===== src/rtl/pix_stream_tx.sv =====
// Frame-buffer reader: walks a raster image out of a synchronous-read SRAM and
// emits it as a framed pixel stream (ena / frame_start / line_start / frame_end).
module pix_stream_tx #(
    parameter int IMA    = 8,
    parameter int IMG_W  = 32,
    parameter int IMG_H  = 32,
    parameter int HBLANK = 2,
    parameter int ADDR_W = 10
) (
    input  logic              clk,
    input  logic              rst_n,
    input  logic              start,
    input  logic              stall,
    output logic              mem_rd,
    output logic [ADDR_W-1:0] mem_addr,
    input  logic [IMA-1:0]    mem_data,
    output logic [IMA-1:0]    ima,
    output logic              ena_out,
    output logic              frame_start_out,
    output logic              line_start_out,
    output logic              frame_end_out,
    output logic              busy,
    output logic              done
);
    localparam int CW = $clog2(IMG_W);
    localparam int RW = $clog2(IMG_H);
    localparam int BW = (HBLANK > 1) ? $clog2(HBLANK) : 1;

    typedef enum logic [2:0] {
        S_IDLE,
        S_FSTART,
        S_ACTIVE,
        S_HBLANK,
        S_DONE
    } state_t;

    state_t            state_q, state_d;
    logic [CW-1:0]     col_q, col_d;
    logic [RW-1:0]     row_q, row_d;
    logic [ADDR_W-1:0] addr_q, addr_d;
    logic [BW-1:0]     blank_q, blank_d;

    // Output pipe: one stage, lined up with the SRAM read latency.
    logic              ena_q, ena_d;
    logic              ls_q, ls_d;
    logic              fe_q, fe_d;
    logic              fs_q, fs_d;
    logic              done_q, done_d;
    logic [IMA-1:0]    ima_q, ima_d;

    logic              last_col;
    logic              last_row;

    assign last_col = (col_q == CW'(IMG_W - 1));
    assign last_row = (row_q == RW'(IMG_H - 1));

    always_comb begin
        state_d = state_q;
        col_d   = col_q;
        row_d   = row_q;
        addr_d  = addr_q;
        blank_d = blank_q;
        mem_rd  = 1'b0;
        ls_d    = 1'b0;
        fe_d    = 1'b0;

        case (state_q)
            S_IDLE: begin
                // The idle cycle that carries done never accepts a start.
                if (start && !done_q) begin
                    state_d = S_FSTART;
                end
            end
            S_FSTART: begin
                col_d   = '0;
                row_d   = '0;
                addr_d  = '0;
                blank_d = '0;
                state_d = S_ACTIVE;
            end
            S_ACTIVE: begin
                if (!stall) begin
                    mem_rd = 1'b1;
                    ls_d   = (col_q == '0);
                    fe_d   = last_col && last_row;
                    addr_d = addr_q + 1'b1;
                    if (last_col) begin
                        col_d = '0;
                        if (last_row) begin
                            state_d = S_DONE;
                        end else begin
                            row_d   = row_q + 1'b1;
                            blank_d = '0;
                            state_d = (HBLANK == 0) ? S_ACTIVE : S_HBLANK;
                        end
                    end else begin
                        col_d = col_q + 1'b1;
                    end
                end
            end
            S_HBLANK: begin
                if (blank_q == BW'(HBLANK - 1)) begin
                    blank_d = '0;
                    state_d = S_ACTIVE;
                end else begin
                    blank_d = blank_q + 1'b1;
                end
            end
            S_DONE: begin
                state_d = S_IDLE;
            end
            default: begin
                state_d = S_IDLE;
            end
        endcase

        ena_d  = mem_rd;
        fs_d   = (state_q == S_FSTART);
        done_d = fe_q;
        // Read data lands while its tag is in the pipe; pass it through then, hold otherwise.
        ima_d  = ena_q ? mem_data : ima_q;
    end

    always_ff @(posedge clk or negedge rst_n) begin
        if (!rst_n) begin
            state_q <= S_IDLE;
            col_q   <= '0;
            row_q   <= '0;
            addr_q  <= '0;
            blank_q <= '0;
            ena_q   <= 1'b0;
            ls_q    <= 1'b0;
            fe_q    <= 1'b0;
            fs_q    <= 1'b0;
            done_q  <= 1'b0;
            ima_q   <= '0;
        end else begin
            state_q <= state_d;
            col_q   <= col_d;
            row_q   <= row_d;
            addr_q  <= addr_d;
            blank_q <= blank_d;
            ena_q   <= ena_d;
            ls_q    <= ls_d;
            fe_q    <= fe_d;
            fs_q    <= fs_d;
            done_q  <= done_d;
            ima_q   <= ima_d;
        end
    end

    assign mem_addr        = addr_q;
    assign ima             = ima_d;
    assign ena_out         = ena_q;
    assign line_start_out  = ls_q;
    assign frame_end_out   = fe_q;
    assign frame_start_out = fs_q;
    assign done            = done_q;
    assign busy            = (state_q != S_IDLE) || ena_q;

endmodule


===== config.mk =====
export PLATFORM = sky130hd
export DESIGN_NAME = pix_stream_tx
export DESIGN_NICKNAME = d
export VERILOG_FILES = /design/src/rtl/pix_stream_tx.sv
export SDC_FILE = /design/constraint.sdc
export NUM_CORES = 1
export LEC_CHECK = 0
export ABC_AREA = 1
export CORE_ASPECT_RATIO = 1.2
export CORE_MARGIN = 5
export CORE_UTILIZATION = 55
export DETAILED_ROUTE_END_ITERATION = 6
export GPL_TIMING_DRIVEN = 0
export HOLD_SLACK_MARGIN = 0.15
export PLACE_DENSITY = 0.9
export SLEW_MARGIN = 5
export SYNTH_ARGS = -nofsm -noshare
export SYNTH_HDL_FRONTEND = slang
export SYNTH_SLANG_ARGS = --single-unit

===== constraint.sdc =====
create_clock -name clk -period 4.45 [get_ports clk]
set_clock_uncertainty 0.15 [all_clocks]
set_input_delay 0.89 -clock clk [delete_from_list [all_inputs] [get_ports clk]]
set_output_delay 0.89 -clock clk [all_outputs]
set_load 0.02 [all_outputs]

==> results.py <==
metrics = {
    "cts": {
        "htree_levels": 2,
        "cts_tree": "done",
        "cts_buffers": 5,
        "cts_num_sinks": 37,
        "cts-hold-fix-buffers": 0,
        "ctsLongestPathBuffers": 2,
        "ctsResizeCount": 0,
        "post-cts-setup-buffers": 0,
        "worstSkewPairLatency_ps": 290,
        "cts-root-buf": "clkbuf_8",
        "cts.clk_slew.worst_paths_ps": 60,
    },
    "timing": {
        "drv_slew": 0,
        "max_freq_ghz": 0.2821,
        "tns_ps": 0,
        "worst_slew_pin_slew_ps": 821.6,
        "hold_viol": 0,
        "timing.final.crit_share_pct": 79.66,
        "setup_ws_ps": 904.9,
        "rsz0062_at_grt": "false",
        "min_period_ps": 3545,
        "slew-limit-headroom_pct": 45.23,
        "setup_violations": 0,
        "holdWs_ps": 229.6,
    },
    "floorplanning": {
        "ios": 37,
        "start_util_pct": 56.60,
        "placement_rows": 23,
        "die_area_mm2": 0.004712,
        "chipHeight_um": 74.21,
        "core_area_mm2": 0.003338,
        "die_w_um": 63.51,
    },
    "worst_setup_path": {
        "arrival_ps": 2510,
        "worstPathRequired_ps": 3410,
        "startpoint_type": "primary input",
        "path_buf_inv": 4,
        "critical_path.max_stage_delay_ps": 630,
        "end_kind": "output port",
        "critPathMaxFanout": 6,
        "critical-path-slowest-cell": "clkdlybuf4s50_1",
        "cp_top_family": "buffers and inverters",
        "critical_path_class": "primary input to output port",
        "cp_cell_sequence": "clkdlybuf4s50_1, inv_1, nand3_2, inv_1, clkdlybuf4s50_1",
    },
    "logic_synthesis": {
        "synth_top_area_share_pct": 49.01,
        "ys_warn_count": 0,
        "synth_top_area_cell": "dfrtp_1",
        "synth_area_leaders": "dfrtp_1 49%, nand2_1 13%, inv_1 5.4%",
        "synthCells": 220,
        "ys_ff_latch": 37,
        "synthesis.area_mm2": 0.001889,
        "yosysUniqueCellTypes": 34,
        "avgSynthCellArea_um2": 8.588,
        "syn-num-nets": 239,
        "yosysSeqAreaShare_pct": 49.01,
    },
    "power": {
        "power.total_mw": 1.477,
        "p_leak_nw": 1.180,
        "powerDensity_mw_per_mm2": 622.3,
        "ir_drop_uv": 529.2,
    },
    "final_layout": {
        "syn2layout_area_growth_pct": 25.63,
        "final_area_mm2": 0.002374,
        "drive_above_1_share_pct": 10.61,
        "final_cells": 301,
        "seq_area_um2": 925.9,
        "fin_util_pct": 71.10,
        "fillers": 251,
        "antenna_cells": 0,
        "multi_input_comb_area_um2": 810.8,
        "nets": 282,
    },
    "place": {
        "dpl_worst_slack_ps": 937.2,
        "place_area_mm2": 0.002291,
        "port_buffers": 36,
        "dp.cells": 293,
        "gp_congestion": 0.8490,
        "post-dp-hpwl_um": 2826,
    },
    "routing": {
        "route.vias.total": 1600,
        "via_per_inst": 5.316,
        "drtAntennaViolNets": 0,
        "initialDrtViolationCount": 125,
        "drcViolationCount": 0,
        "dr.pass1.iters": 4,
        "wl_per_cell_um": 12.96,
        "wl_um": 3901,
    },
    "global_routing": {
        "grt_max_degree": 38,
        "first_global_vias": 1551,
        "grt_pass1_wl_um": 6851,
        "grt-ovfl-total": 0,
        "grt_util_all_layers_pct": 18.37,
        "antenna_found_initial": 0,
    },
    "run_status": {
        "status": "finished clean",
    },
    "worst_hold_path": {
        "hold_class": "register to register",
    },
    "job": {
        "max_cap_violations": 0,
    },
}
-- worst register-to-register path: cells and delay by family (launching register included) --
family	cells	cell delay (ps)
DFF	1	370
AOI/OAI and AO/OA	2	350
and+or+nand+nor	2	260
buffers and inverters	3	190
adders and majority gates	2	370
-- cell usage after synthesis, drive strengths merged --
cell / n
a21o: 1
a21oi: 6
buf: 3
clkinv: 1
dfrtp: 37
ha: 7
inv: 30
nand2: 69
nand3: 16
nand4: 4
nor2: 13
nor3: 6
nor3b: 2
o211ai: 1
o21ai: 16
o21bai: 2
o22ai: 1
or2: 3
xor2: 2
-- cell usage in the layout (no fill, tap or decap), drive strengths merged --
cell type	n
nand3	16
clkdlybuf4s50	35
nor2	13
dfrtp	37
o22ai	1
a21oi	6
clkinv	3
inv	30
buf	4
ha	7
nand2	69
o21bai	2
a21o	1
clkbuf	6
nor3	6
nor3b	2
nand4	4
or2	3
o211ai	1
xor2	2
o21ai	16
-- path summary, 6_finish.rpt --
kind                            slack, ps  cells past startpoint          start    endpoint
worst min register to register        230                      0  frame_end_out        done
worst min-delay path                  230                      0  frame_end_out        done
worst max-delay path                  900                      5          stall      mem_rd
min in group asynchronous             550                      1          rst_n    ima_q[5]
worst max register to register       2660                      9       col_q[0]  state_q[0]
max in group asynchronous            3090                      1          rst_n    row_q[2]
-- registers in the layout, summed over array words and instances (netlist names) --
name	cells
blank_q	1
frame_start_out	1
row_q	5
line_start_out	1
state_q	3
ena_out	1
frame_end_out	1
col_q	5
ima_q	8
mem_addr	10
done	1
-- power by group --
group          internal [mW]  switching [mW]
combinational          0.292           0.425
sequential             0.449          0.0883
clock                  0.108           0.114
total                  0.850           0.628
-- kinds of logic (layout without fill, tap and decap cells) --
| group | Yosys count | in the layout | share of synthesized area, % |
|---|---|---|---|
| xor gates and xnor gates | 2 | 2 | 0.9273 |
| buffers and inverters | 34 | 78 | 8.079 |
| and+or+nand+nor | 113 | 113 | 28.21 |
| adders and majority gates | 7 | 7 | 4.636 |
| DFF | 37 | 37 | 49.01 |
| AOI/OAI and AO/OA | 27 | 27 | 9.139 |
-- per-layer routing --
metal | global-route usage, % | vias up | share of wire [%]
met2 | 32.62 | 45 | 50
met1 | 21.27 | 763 | 41
met4 | 6.467 | 0 | 1.8
met5 | 0 | - | 0
met3 | 5.287 | 7 | 6.5
li1 | - | 785 | -
-- final cells by class --
type,instances,share of cell area (%)
inverter,31,5.113
timing repair buffer,36,14.97
clock buffer,6,3.057
sequential,37,39.01
multi-input combinational,149,34.16
clock inverter,2,0.4217
buffer,3,1.318
tap,37,1.950
Power figures use the tool's default switching activity.
